**config.mk**
```make
export PLATFORM = sky130hd
export DESIGN_NAME = cdtimer_multi
export DESIGN_NICKNAME = d
export VERILOG_FILES = /design/src/rtl/cdtimer_multi.sv
export SDC_FILE = /design/constraint.sdc
export NUM_CORES = 1
export LEC_CHECK = 0
export CORE_MARGIN = 2
export CORE_UTILIZATION = 45
export CTS_BUF_LIST = sky130_fd_sc_hd__clkbuf_16
export CTS_CLUSTER_DIAMETER = 200
export DETAILED_ROUTE_END_ITERATION = 8
export PLACE_DENSITY = 0.68
export SYNTH_ARGS = -nofsm -noshare
export SYNTH_HDL_FRONTEND = slang
export SYNTH_SLANG_ARGS = --single-unit
```
**constraint.sdc**
```tcl
create_clock -name clk -period 3.45 [get_ports clk]
set_clock_uncertainty 0.05 [all_clocks]
set_input_delay 0.8625 -clock clk [delete_from_list [all_inputs] [get_ports clk]]
set_output_delay 0.8625 -clock clk [all_outputs]
set_load 0.01 [all_outputs]
```
**src/rtl/cdtimer_multi.sv**
```systemverilog
// Multi-channel prescaled countdown timer with a shared divisor, per-channel
// one-shot/auto-reload modes, sticky timeout flags and a masked, registered irq.
module cdtimer_multi #(
    parameter int unsigned NUM_CH      = 4,
    parameter int unsigned WIDTH       = 16,
    parameter int unsigned PRESC_WIDTH = 16,
    parameter int unsigned CH_W        = (NUM_CH > 1) ? $clog2(NUM_CH) : 1
) (
    input  logic                   clk,
    input  logic                   rst,
    input  logic [PRESC_WIDTH-1:0] presc_div,
    input  logic                   wr,
    input  logic [CH_W-1:0]        wr_ch,
    input  logic [WIDTH-1:0]       wr_data,
    input  logic                   wr_auto,
    input  logic [NUM_CH-1:0]      run,
    input  logic [NUM_CH-1:0]      clr_timeout,
    input  logic [NUM_CH-1:0]      irq_en,
    input  logic [CH_W-1:0]        rd_ch,
    output logic [WIDTH-1:0]       rd_count,
    output logic [NUM_CH-1:0]      timeout,
    output logic                   irq
);

    logic [WIDTH-1:0]       count_q  [NUM_CH];
    logic [WIDTH-1:0]       count_d  [NUM_CH];
    logic [WIDTH-1:0]       reload_q [NUM_CH];
    logic [WIDTH-1:0]       reload_d [NUM_CH];
    logic [PRESC_WIDTH-1:0] phase_q  [NUM_CH];
    logic [PRESC_WIDTH-1:0] phase_d  [NUM_CH];
    logic [NUM_CH-1:0]      auto_q;
    logic [NUM_CH-1:0]      auto_d;
    logic [NUM_CH-1:0]      timeout_q;
    logic [NUM_CH-1:0]      timeout_d;
    logic                   irq_q;
    logic                   irq_d;

    // Per-channel next state: a write overrides tick and clear on its channel.
    always_comb begin
        count_d   = count_q;
        reload_d  = reload_q;
        phase_d   = phase_q;
        auto_d    = auto_q;
        timeout_d = timeout_q;
        for (int unsigned i = 0; i < NUM_CH; i++) begin
            logic wr_hit;
            logic tick;
            logic expire;
            wr_hit = wr && (32'(wr_ch) == i);
            tick   = 1'b0;
            expire = 1'b0;
            if (wr_hit) begin
                count_d[i]   = wr_data;
                reload_d[i]  = wr_data;
                auto_d[i]    = wr_auto;
                phase_d[i]   = '0;
                timeout_d[i] = 1'b0;
            end else begin
                if (run[i]) begin
                    // >= keeps the phase bounded when the divisor is lowered.
                    if (phase_q[i] >= presc_div) begin
                        phase_d[i] = '0;
                        tick       = 1'b1;
                    end else begin
                        phase_d[i] = phase_q[i] + PRESC_WIDTH'(1);
                    end
                end
                if (tick) begin
                    if (count_q[i] > WIDTH'(1)) begin
                        count_d[i] = count_q[i] - WIDTH'(1);
                    end else if (count_q[i] == WIDTH'(1)) begin
                        expire     = 1'b1;
                        count_d[i] = auto_q[i] ? reload_q[i] : '0;
                    end
                end
                if (clr_timeout[i]) begin
                    timeout_d[i] = 1'b0;
                end
                if (expire) begin
                    timeout_d[i] = 1'b1;
                end
            end
        end
        irq_d = |(timeout_d & irq_en);
    end

    always_ff @(posedge clk or negedge rst) begin
        if (!rst) begin
            for (int unsigned i = 0; i < NUM_CH; i++) begin
                count_q[i]  <= '0;
                reload_q[i] <= '0;
                phase_q[i]  <= '0;
            end
            auto_q    <= '0;
            timeout_q <= '0;
            irq_q     <= 1'b0;
        end else begin
            count_q   <= count_d;
            reload_q  <= reload_d;
            phase_q   <= phase_d;
            auto_q    <= auto_d;
            timeout_q <= timeout_d;
            irq_q     <= irq_d;
        end
    end

    assign rd_count = (32'(rd_ch) < NUM_CH) ? count_q[rd_ch] : '0;
    assign timeout  = timeout_q;
    assign irq      = irq_q;

endmodule

```
# Yosys cells after proc, flatten, opt, wreduce, memory -nomap -nowiden
# Cells that the tools add are included.
# word_totals
ff_bits,201
in_bits,52
out_inout_bits,21
word_cells,141
# op_classes
n_addsub,8
n_lt_le_gt_ge,9
n_eq_ne,7
n_mux,75
bitwise_logic,2
reduce_logical,22
# op_table
operator,n
two-way mux 16 bit,34
adder 16 x 1 -> 16 bit (second input constant),4
== test 16 x 1 -> 1 bit (second input constant),4
>= comparator 16 bit,4
greater-than comparator 16 x 1 -> 1 bit (second input constant),4
subtractor 16 x 1 -> 16 bit (second input constant),4
two-way mux 1 bit,40
binary-select mux 16 bit (select 2 bit),1
nonzero test 2 bit,8
nonzero test 3 bit,4
AND reduction 2 bit,4
bitwise AND 4 bit,1
== test 2 bit (second input constant),2
logical AND 1 bit,4
OR reduction 4 bit,1
>= comparator 3 bit (second input constant),1
NOT 2 -> 3 bit,1
== test 2 x 1 -> 1 bit (second input constant),1
zero test 2 bit,1

# Logic depth before layout (Yosys ltp)
# logic_depth
ltp_word,10
mapped_depth,11
mapped_depth_nobuf,9

# Worst setup path after synthesis
# OpenSTA, ideal clock, no wires.
# synth_timing
path_type,input to output
start,in rd_ch[1]
end,out rd_count[10]
t_arrival_ps,2388
required_ps,2538
setup_slack_ps,150
stages,3
n_path_buf,2
path_cell_list,clkbuf_1 > buf_1 > mux4_2
# synth_between
elab_chain_cells,4
# synth_rtl
element,line_no,source
"start, declared",19,"input logic [CH_W-1:0] rd_ch,"
NOT 2 -> 3 bit (implied by the code),107,assign rd_count = (32'(rd_ch) < NUM_CH) ? count_q[rd_ch] : '0;
binary-select mux 16 bit (select 2 bit),107,
two-way mux 16 bit (implied by the code) (2 in series),107,
"end, declared",20,"output logic [WIDTH-1:0] rd_count,"
# No other way between the ends. The select of a mux whose other input is x is not followed.

# Worst setup path after layout
# layout_timing
start,in rd_ch[1]
end,out rd_count[9]
# The elaborated chain is that of the path after synthesis.

==> results.md <==
- **pin count of the biggest net entering global routing** 75
- **number of hold violations in the final report** 0
- **final critical path time including I/O delays and setup** 3.392 ns
- **share of the clock period used by the worst path after layout** 0.9831
- **clock-pin slew reported for the worst setup and hold paths after clock tree synthesis** 0.06 ns
- **Avg Synthesized Cell Area** 8.538 um^2
- **wire per inst** 20.46 um
- **ports placed on the boundary** 73
- **switching power total** 2.310 mW
- **Sink Count** 201
- **DR DRC count** 0
- **GRT Total Usage** 0.2788
- **flip-flop and latch count after synthesis** 201
- **Post-Synthesis Cells** 1488
- **share of the yosys chip area belonging to registers** 0.3959
- **combinational share of power** 0.214
- **CTS tree** done
- **number of max-cap violations** 0
- **cell internal pwr** 4.724 mW
- **vertical die dimension** 172.0 um
- **total congestion overflow** 0
- **Worst EP required** 2.54 ns
- **post-detailed-route via-to-cell ratio** 6.105
- **R2R Path End** count_q[32]
- **crit path kind** input pin to output pin
- **count of yosys warnings during synthesis** 0
- **core region area** 27780 um^2
- **n_diodes** 0
- **depth of the most critical reg-to-reg path** 10
- **post-placement setup slack** -0.2205 ns
- **post-synthesis instance area** 12700 um^2
- **critical path data arrival time** 2.48 ns
- **site row count** 61
- **worst slew margin relative to its limit** 0.4802
- **DP HPWL** 29600 um
- **H-Tree Level Count** 1
- **unrepaired setup endpoints after global routing** false
- **cell type contributing the most total cell area after synthesis** dfrtp_1
- **Area Growth Syn to Fin** 18.69%
- **clock latency reported for the late side of the worst-skew pair** 0.53 ns
- **worst-case vdd ir drop** 0.0003747 V
- **floorplan die area** 29590 um^2
- **cell types with the largest area share after synthesis** dfrtp_1 40%, nand2_1 9.1%, ha_1 7.5%
- **pwr/cell area** 466.5 nW/um^2
- **startpoint of the worst register-to-register path** count_q[32]
- **clock root buffer** clkbuf_16
- **antenna violations before repair** 1
- **PortBufs** 72
- **final non-filler cell area** 15080 um^2
- **vias in the first global route** 11750
- **Antenna Nets Post-Route** 0
- **clock buffers created by TritonCTS** 23
- **distinct cell type count after synthesis** 79
- **instance area after placement** 14350 um^2
- **Placer Congestion** 0.9660
- **global-route wire length before repair** 64200 um
- **Worst Tran Pin Value** 0.7689 ns
- **number of nets in the layout** 1726
- **Horiz. Die Dim** 172.0 um
- **sw frac** 0.3284
- **Reg power frac** 0.450
- **worst setup slack after layout** 0.05842 ns
- **type of the worst min-delay path** input pin to asynchronous set/reset pin
- **most instantiated flip-flop cell in the synthesis netlist** dfrtp_1
- **share of post-route cells with drive strength above 1** 0.09845
- **critical path capture point type** output pin
- **proportion of netlist area held by the largest area contributor** 0.3959
- **Routed WL** 40790 um
- **largest driver fanout on the critical path** 5
- **portion of total power attributed to the clock network** 0.336
- **detailed router's first-iteration violation count** 1208
- **share of the core filled with cells in the final layout** 0.5428
- **type of origin of the critical path** input pin
- **routed vias** 12170
- **most common cell in the netlist** nand2_1
- **status** completed
- **final-report max-slew violation count** 0
- **number of enable-type register cells in the synthesized netlist** 0
- **slack of the worst reg-to-reg path** 0.39 ns
- **static leakage** 6.740 nW
- **share of async-settable or async-resettable flops after synthesis** 1.000
- **initial cell density of the core** 0.4573
- **Final setup violation count** 0
- **total design power** 7.034 mW
- **most used standard cells in the synthesized netlist** 307 x nand2_1, 201 x dfrtp_1, 134 x nor2_1
- **nets in the synthesized netlist** 1616
- **number of buffers on the longest clock path** 3
- **total iterations of the first detailed-routing run** 6
- **maximum clock rate** 294.8 MHz
[worst max path at each step]
stage	endpoint	depth (start not counted)	startpoint	slack [ns]
floorplan	rd_count[10]	3	rd_ch[1]	0.15
global placement	phase_q[62]	13	presc_div[15]	-0.21
detailed placement	irq	12	presc_div[2]	-0.22
CTS	rd_count[9]	4	rd_ch[1]	0.06
global route	rd_count[9]	4	rd_ch[1]	0.03
finish	rd_count[9]	4	rd_ch[1]	0.06
[through the flow]
stage,std cells,setup TNS (ns),hold slack (ns)
floorplan,1488,0,0.3879
global placement,1947,-5.318,0.4084
detailed placement,1947,-7.867,0.4085
CTS,1993,0,0.3498
global route,1993,0,0.3565
finish,1993,0,0.3209
[critical path: stages]
cell             delay (ns)
clkdlybuf4s50_1        0.50
buf_12                 0.12
mux4_2                 0.50
clkdlybuf4s50_1        0.49
[area by class of cell]
class,instances,area [um^2]
Clock inverter,19,133.9
Tap cell,378,473.0
Inverter,35,131.4
Clock buffer,23,575.6
Fill cell,2544,12700
Sequential cell,201,5030
Timing Repair Buffer,160,1516
Multi-Input combinational cell,1177,7219
[sequential cells by signal, summed over array words and instances (netlist names)]
signal	count
auto_q	4
count_q	64
irq	1
phase_q	64
reload_q	64
timeout	4
[layer usage]
layer / wire length [um] / up-vias / share of wire / track usage
met1: 16800 / 5865 / 0.41 / 0.3751
met3: 3878 / 107 / 0.095 / 0.05402
met5: 7 / - / 0.00017 / 0
li1: - / 5635 / - / -
met2: 18340 / 558 / 0.45 / 0.4470
met4: 1761 / 2 / 0.043 / 0.1045
[cells by family after synthesis]
logic type	after synthesis	synth area share
and+or+nand+nor	700	0.2552
AOI/OAI and AO/OA	332	0.1721
DFF	201	0.3959
buffers and inverters	110	0.03624
adders and majority gates	76	0.07485
xor gates and xnor gates	44	0.03033
muxes	25	0.03545
[timing repair]
item	in CTS	in global routing
resized for setup	15	0
setup endpoints to repair	16	0
setup buffers	4	0
hold endpoints to repair	0	0
hold buffers	0	0
[layout by cell type, fill, tap and decap left out, drive strengths merged, types with 8 or more instances in the layout]
cell type | netlist | routed
dlygate4sd2 | 0 | 15
nor4 | 20 | 20
buf | 17 | 88
o21a | 11 | 11
or4 | 14 | 14
o21ai | 93 | 93
nand4 | 29 | 29
mux2i | 9 | 9
mux4 | 16 | 16
and3 | 17 | 17
o211ai | 26 | 26
inv | 35 | 41
nand2b | 14 | 14
nor2 | 135 | 135
nand2 | 308 | 308
clkdlybuf4s50 | 0 | 56
o41ai | 10 | 10
nor3b | 8 | 8
o31ai | 15 | 15
xnor2 | 15 | 15
a22o | 8 | 8
nand3 | 68 | 68
ha | 76 | 76
a31oi | 20 | 20
or3 | 13 | 13
dfrtp | 201 | 201
clkbuf | 58 | 24
xor2 | 29 | 29
clkinv | 0 | 11
nor3 | 40 | 40
a21oi | 68 | 68
[power by group through the flow]
| stage | combinational, mW | sequential [mW] | clock (mW) |
|---|---|---|---|
| after floorplan | 1.04 | 2.96 | 0 |
| after global placement | 1.46 | 3.18 | 0 |
| after detailed placement | 1.51 | 3.18 | 0 |
| after CTS | 1.50 | 3.15 | 2.40 |
| after global routing | 1.69 | 3.21 | 2.49 |
| final | 1.51 | 3.17 | 2.36 |
(Power assumes the default switching activity.)
